## config.mk

```make
export PLATFORM = sky130hd
export DESIGN_NAME = serial_extractor
export DESIGN_NICKNAME = d
export VERILOG_FILES = /design/src/rtl/extractor_pkg.sv /design/src/rtl/beat_counter.sv /design/src/rtl/serial_extractor.sv
export SDC_FILE = /design/constraint.sdc
export NUM_CORES = 1
export LEC_CHECK = 0
export CORE_MARGIN = 2
export CORE_UTILIZATION = 44
export CTS_CLUSTER_SIZE = 12
export DETAILED_ROUTE_END_ITERATION = 10
export GPL_TIMING_DRIVEN = 0
export PLACE_DENSITY = 0.82
export SLEW_MARGIN = 20
export SYNTH_ARGS = -nofsm -noshare
export SYNTH_HDL_FRONTEND = slang
export SYNTH_SLANG_ARGS = --single-unit
```

## constraint.sdc

```tcl
create_clock -name clk -period 1.85 [get_ports clk]
set_clock_uncertainty 0.1 [all_clocks]
set_input_delay 0.185 -clock clk [delete_from_list [all_inputs] [get_ports clk]]
set_output_delay 0.185 -clock clk [all_outputs]
set_load 0.05 [all_outputs]
```

## src/rtl/extractor_pkg.sv

```systemverilog
// Shared types and elaboration helpers for the serialising/packing blocks.
// Latency: none (types and constant functions only).
// Backpressure: not applicable.
package extractor_pkg;

  // Two-state serialiser control: waiting for a word, or emitting beats
  typedef enum logic {
    IDLE  = 1'b0,
    SHIFT = 1'b1
  } state_t;

  // Width of a beat index; a single-beat word still gets a 1-bit index
  function automatic int idx_width(input int nbeats);
    return (nbeats <= 1) ? 1 : $clog2(nbeats);
  endfunction

  // A word must split into a whole, non-zero number of non-empty lanes
  function automatic bit params_legal(input int width, input int lane);
    return (lane >= 1) && (lane <= width) && ((width % lane) == 0);
  endfunction

endpackage

```

## src/rtl/beat_counter.sv

```systemverilog
// Modulo-NBEATS beat counter with synchronous clear and a terminal-count flag.
// Latency: count updates on the edge after clear/incr; terminal is combinational from count.
// Backpressure: none; the owner gates incr with its handshake.
module beat_counter #(
  parameter int NBEATS = 8,
  parameter int IW     = 3
) (
  input  logic          clk,
  input  logic          rst_n,
  input  logic          clear,
  input  logic          incr,
  output logic [IW-1:0] count,
  output logic          terminal
);

  assign terminal = (count == IW'(NBEATS - 1));

  // Clear wins over increment; incrementing past the terminal count wraps to zero
  always_ff @(posedge clk or negedge rst_n) begin
    if (!rst_n) begin
      count <= '0;
    end else if (clear) begin
      count <= '0;
    end else if (incr) begin
      count <= terminal ? '0 : count + 1'b1;
    end
  end

endmodule

```

## src/rtl/serial_extractor.sv

```systemverilog
// Splits a WIDTH-bit word into WIDTH/LANE beats of LANE bits, tagged with beat index and last flag.
// Latency: beat 0 is valid the cycle after acceptance; one beat per cycle while out_ready is high.
// Backpressure: out_ready low holds the current beat; in_ready rises only when idle or on the last-beat handshake.
module serial_extractor
  import extractor_pkg::*;
#(
  parameter int  WIDTH     = 8,
  parameter int  LANE      = 1,
  parameter bit  MSB_FIRST = 1'b0,
  localparam int NBEATS    = (LANE > 0) ? (WIDTH / LANE) : 1,
  localparam int IW        = idx_width(NBEATS)
) (
  input  logic             clk,
  input  logic             rst_n,
  input  logic             flush,
  input  logic             in_valid,
  output logic             in_ready,
  input  logic [WIDTH-1:0] in_data,
  output logic             out_valid,
  input  logic             out_ready,
  output logic [LANE-1:0]  out_data,
  output logic [IW-1:0]    out_index,
  output logic             out_last
);

  if (!params_legal(WIDTH, LANE)) begin : g_param_check
    $error("serial_extractor: WIDTH (%0d) must be a positive multiple of LANE (%0d)", WIDTH, LANE);
  end

  state_t           state;
  logic [WIDTH-1:0] shreg;
  logic [WIDTH-1:0] shreg_shifted;
  logic [IW-1:0]    cnt;
  logic             cnt_terminal;
  logic             beat_taken;
  logic             last_taken;
  logic             word_taken;
  logic             cnt_clear;

  // Handshakes. A new word may enter on the very cycle the last beat leaves,
  // which is what gives back-to-back words with no bubble.
  assign out_valid  = (state == SHIFT);
  assign beat_taken = out_valid && out_ready;
  assign last_taken = beat_taken && cnt_terminal;
  assign in_ready   = !flush && ((state == IDLE) || last_taken);
  assign word_taken = in_valid && in_ready;
  assign cnt_clear  = flush || word_taken || last_taken;

  // The emitting end of the shift register depends on bit order; vacated bits fill with zero
  if (MSB_FIRST) begin : g_msb_first
    assign out_data      = shreg[WIDTH-1 -: LANE];
    assign shreg_shifted = shreg << LANE;
  end else begin : g_lsb_first
    assign out_data      = shreg[LANE-1:0];
    assign shreg_shifted = shreg >> LANE;
  end

  assign out_index = cnt;
  assign out_last  = out_valid && cnt_terminal;

  // Control FSM and shift register: flush aborts, a new word reloads, a consumed beat shifts
  always_ff @(posedge clk or negedge rst_n) begin
    if (!rst_n) begin
      state <= IDLE;
      shreg <= '0;
    end else if (flush) begin
      state <= IDLE;
    end else if (word_taken) begin
      state <= SHIFT;
      shreg <= in_data;
    end else if (beat_taken) begin
      shreg <= shreg_shifted;
      if (cnt_terminal) begin
        state <= IDLE;
      end
    end
  end

  beat_counter #(
    .NBEATS (NBEATS),
    .IW     (IW)
  ) u_beat_counter (
    .clk      (clk),
    .rst_n    (rst_n),
    .clear    (cnt_clear),
    .incr     (beat_taken),
    .count    (cnt),
    .terminal (cnt_terminal)
  );

endmodule

```

**Word level (Yosys, flattened, before mapping)**

Cells that the tools add are included.

- Add/sub/neg operators: 1
- $mul: 0
- Divide/modulo/power cells: 0
- Magnitude comparators: 0
- Eq/ne operators: 1
- Shift operators: 0
- Multiplexer cells: 9
- Bitwise gates (word level): 2
- Reduce and logical (&&, ||, !) cells: 15

Operators by type and width:

| cell | number |
|---|---|
| $mux 8 | 2 |
| $mux 3 | 3 |
| $reduce_bool 3->1 | 2 |
| $logic_and 1x1->1 | 5 |
| $mux 1 | 4 |
| $reduce_and 2->1 | 2 |
| $reduce_bool 2->1 | 2 |
| $add 3x1->3 const B | 1 |
| $eq 3x3->1 const B | 1 |
| $logic_or 1x1->1 | 3 |
| $not 1->1 | 2 |
| $logic_not 1->1 | 1 |

- Flip-flop bits (word level): 12
- Latch bits: 0
- RAM bits: 0
- Bits in read-only memories: 0
- Output and inout port bits: 7
- Memories kept: 0

**Logic depth before layout (Yosys ltp)**

- Depth in word-level cells: 8
- Gate-level depth with buffers: 5
- Mapped depth without buffers: 5

**Modules after synthesis**

From an unflattened synthesis, not the netlist that was laid out.

- Cell total of the unflattened synthesis: 48
- Area total of the unflattened synthesis: 643.1 µm²

Modules (own cells, without submodules):

| module | times used | cells an instance | area each (µm²) | seq. area each (µm²) |
|---|---|---|---|---|
| serial_extractor | 1 | 36 | 491.7 | 225.2 |
| beat_counter | 1 | 12 | 151.4 | 75.1 |

**Worst setup path before layout**

OpenSTA, ideal clock, no wires.

- Path type: reg-to-output
- Start: register u_beat_counter.count[0]
- End: output port in_ready
- Arrival time: 1.846 ns
- Required time: 1.565 ns
- Path slack: -0.281 ns
- Stages on the path, launching flop included: 5
- Cell sequence: dfrtp_1 -> ha_1 -> ha_1 -> a21boi_2 -> nor2_1

- Word-level cells in the longest chain between the ends: 4

Ends and longest elaborated chain:

| what | RTL line | source |
|---|---|---|
| from (decl) | beat_counter.sv:12 | `output logic [IW-1:0] count,` |
| from (signal assigned) | beat_counter.sv:25 | `count <= terminal ? '0 : count + 1'b1;` |
| $eq 3x3->1 | beat_counter.sv:16 | `assign terminal = (count == IW'(NBEATS - 1));` |
| $logic_and 1x1->1 | serial_extractor.sv:44 | `assign last_taken = beat_taken && cnt_terminal;` |
| $logic_or 1x1->1 | serial_extractor.sv:45 | `assign in_ready = !flush && ((state == IDLE) \|\| last_taken);` |
| $logic_and 1x1->1 | serial_extractor.sv:45 |  |
| to (decl) | serial_extractor.sv:17 | `output logic in_ready,` |

Every way passes these cells.

**Worst setup path in the final report**

- Start: register u_beat_counter.count[2]
- End: output port out_index[2]

RTL lines:

| what | RTL line | source |
|---|---|---|
| to (decl) | serial_extractor.sv:22 | `output logic [IW-1:0] out_index,` |

No word-level cell between the ends.

==> flow_summary.toml <==
[power]
switchingPower_w = 0.000216
ir_drop_v = 0.000723
p_int_w = 0.000525
power_density_nw_per_um2 = 803
p_seq_frac = 0.442
p_leak_nw = 0.369
clkPwrFrac = 0.280
p_sw_frac = 0.292
pwr-share-comb = 0.278

[sta]
final-hold-violation-count = 0
period_share = 0.976
final.setup.tns_ps = 0
setup_violations = 0
holdWs_ps = 159
finalCriticalPeriod_ps = 1810
max_freq_mhz = 554
max_slew_margin = 0.634
maxSlewViolCount = 0
tightest_slew_ps = 548

[critical_path]
cp_max_fo = 3
crit_family = "buffers and inverters"
crit_path_cell_trace = "clkdlybuf4s50_1"
slowest_delay_ps = 830
slowest_stage = "clkdlybuf4s50_1"
rr_startpoint = "u_beat_counter.count[0]"
worstPathArrival_ps = 1520
worstSetupStartpointType = "flop"
crit_type = "flop to output port"
crit_buf_inv = 1
r2r-end = "shreg[4]"
cp_data_required_time_ps = 1560
r2r_setup_slack_ps = 150
cp-end-kind = "output port"
r2r_cells = 5

[layout]
area_growth_syn_to_layout_pct = 43.6
antenna-diode-count = 0
drive_gt1_frac = 0.278
nNetsFinal = 95
design_area_um2 = 923
layout_common_cells = "15 x clkdlybuf4s50_1, 10 x dfrtp_1, 7 x o21ai_0, 7 x a2bb2oi_1, 6 x a311oi_1"
final_core_util = 0.692
final_common_cell = "clkdlybuf4s50_1"

[routing]
via_count = 542
drc = 0
vias_per_cell = 5.77
first_iter_violations = 10
finalWirelength_um = 1360
dr.pass1.iters = 4
wire_per_inst_um = 14.4
detail-route-antenna-nets = 0

[grt]
track_usage = 0.184
grt_max_degree = 13
grt.overflow.total = 0
antenna_found_initial = 0
grt_pass1_wl_um = 2420
grt_pass1_vias = 515

[cts]
cts_root_buffer = "clkbuf_4"
clkSinkCount = 12
clk_transition_reported_paths_ps = 80
cts-hold-fix-buffers = 0
cts-buffers-inserted = 3
cts_tree = "yes"
clk_latency_ps = 280
htree_levels = 1
clockBufferDepth = 2

[floorplanning]
rows = 13
die_w_um = 42.2
core_um2 = 1330
pin_count = 20
die_h_um = 42.2
initial_core_util = 0.482
die_area_um2 = 1780

[synthesis]
synthesis.area_um2 = 643
yosysUniqueCellTypes = 20
ys_warn_count = 0
synth_cells = 55
synth_area_per_cell_um2 = 11.7
synth_seq_cells = 12
synth_nets = 70
ys_seq_area_frac = 0.467

[placed_design]
place.gp.congestion = 0.721
portBuffers = 18
hpwlAfterDp_um = 959
place_area_um2 = 852

[worst_hold_path]
hp-class = "input pin to async pin"

[outcome]
run_status = "completed"

[run]
drv_cap = 0
[Yosys cell counts]
library cell   n  area [um^2]
a21bo_2        1         10.0
a21boi_2       1         11.3
a22o_1         2         17.5
a2bb2oi_1      7         61.3
a311oi_1       7         61.3
and2_1         1         6.26
buf_2          2         10.0
dfrtp_1       12          300
ha_1           2         25.0
inv_1          1         3.75
mux2_4         1         15.0
mux2i_4        1         22.5
nand2_1        1         3.75
nand2b_1       1         6.26
nor2_1         4         15.0
nor2_4         1         11.3
nor2b_4        1         13.8
nor3_1         1         5.00
o21ai_0        7         35.0
o2bb2ai_1      1         8.76
[through the flow]
stage               power, W  setup WS (ps)  cells
global route        0.000785          -6.11     94
detailed placement  0.000532           -414     88
floorplan           0.000461           70.4     55
finish              0.000741           43.8     94
global placement    0.000530           -381     88
CTS                 0.000744           51.2     93
[sequential cells by signal (all words and copies together) (netlist names)]
register and cells:
shreg 8, u_beat_counter.count 3, out_valid 1
[layer usage]
metal  GRT usage  wire [um]  vias up
met5           0          0        -
met4      0.0688         16        0
met3      0.0776         91        2
met2       0.252        619       22
met1       0.257        628      246
li1            -          -      272
[cell families (layout without fill, tap and decap cells)]
kind of cell | count (synthesis) | in the layout | synth area share
buffers and inverters | 3 | 27 | 0.0214
and+or+nand+nor | 10 | 10 | 0.0953
AOI/OAI and AO/OA | 26 | 26 | 0.319
muxes | 2 | 2 | 0.0584
DFF | 12 | 12 | 0.467
adders and majority gates | 2 | 2 | 0.0389
[worst max path at each step]
stage	start	end	slack, ps	depth (start not counted)
finish	u_beat_counter.count[2]	out_index[2]	40	1
global route	u_beat_counter.count[2]	out_index[2]	-6	1
CTS	u_beat_counter.count[0]	in_ready	50	5
detailed placement	u_beat_counter.count[0]	in_ready	-410	5
global placement	u_beat_counter.count[0]	in_ready	-380	5
floorplan	u_beat_counter.count[0]	shreg[6]	70	5
[power groups by stage]
stage | sequential [W] | clock [W] | combinational (W)
3_3_place_gp | 0.000331 | 0 | 0.000199
3_5_place_dp | 0.000332 | 0 | 0.000200
4_1_cts | 0.000328 | 0.000213 | 0.000204
5_1_grt | 0.000335 | 0.000226 | 0.000224
2_1_floorplan | 0.000357 | 0 | 0.000104
6_report | 0.000328 | 0.000207 | 0.000206
[layout make-up]
type                            instances  area, um^2
Sequential cell                        12         303
Timing Repair Buffer                   20         186
Fill cell                             105         410
Clock buffer                            4        36.3
Buffer                                  2        10.0
Tap cell                               15        18.8
Inverter                                1        3.75
Multi-Input combinational cell         40         365
[repair_timing]
item                       in CTS  in global routing
gates cloned                    0                  0
pin swaps                       1                  1
gates resized for setup        14                  3
setup endpoints to repair       3                  2
setup buffers                   1                  1
Power figures use the tool's default switching activity.
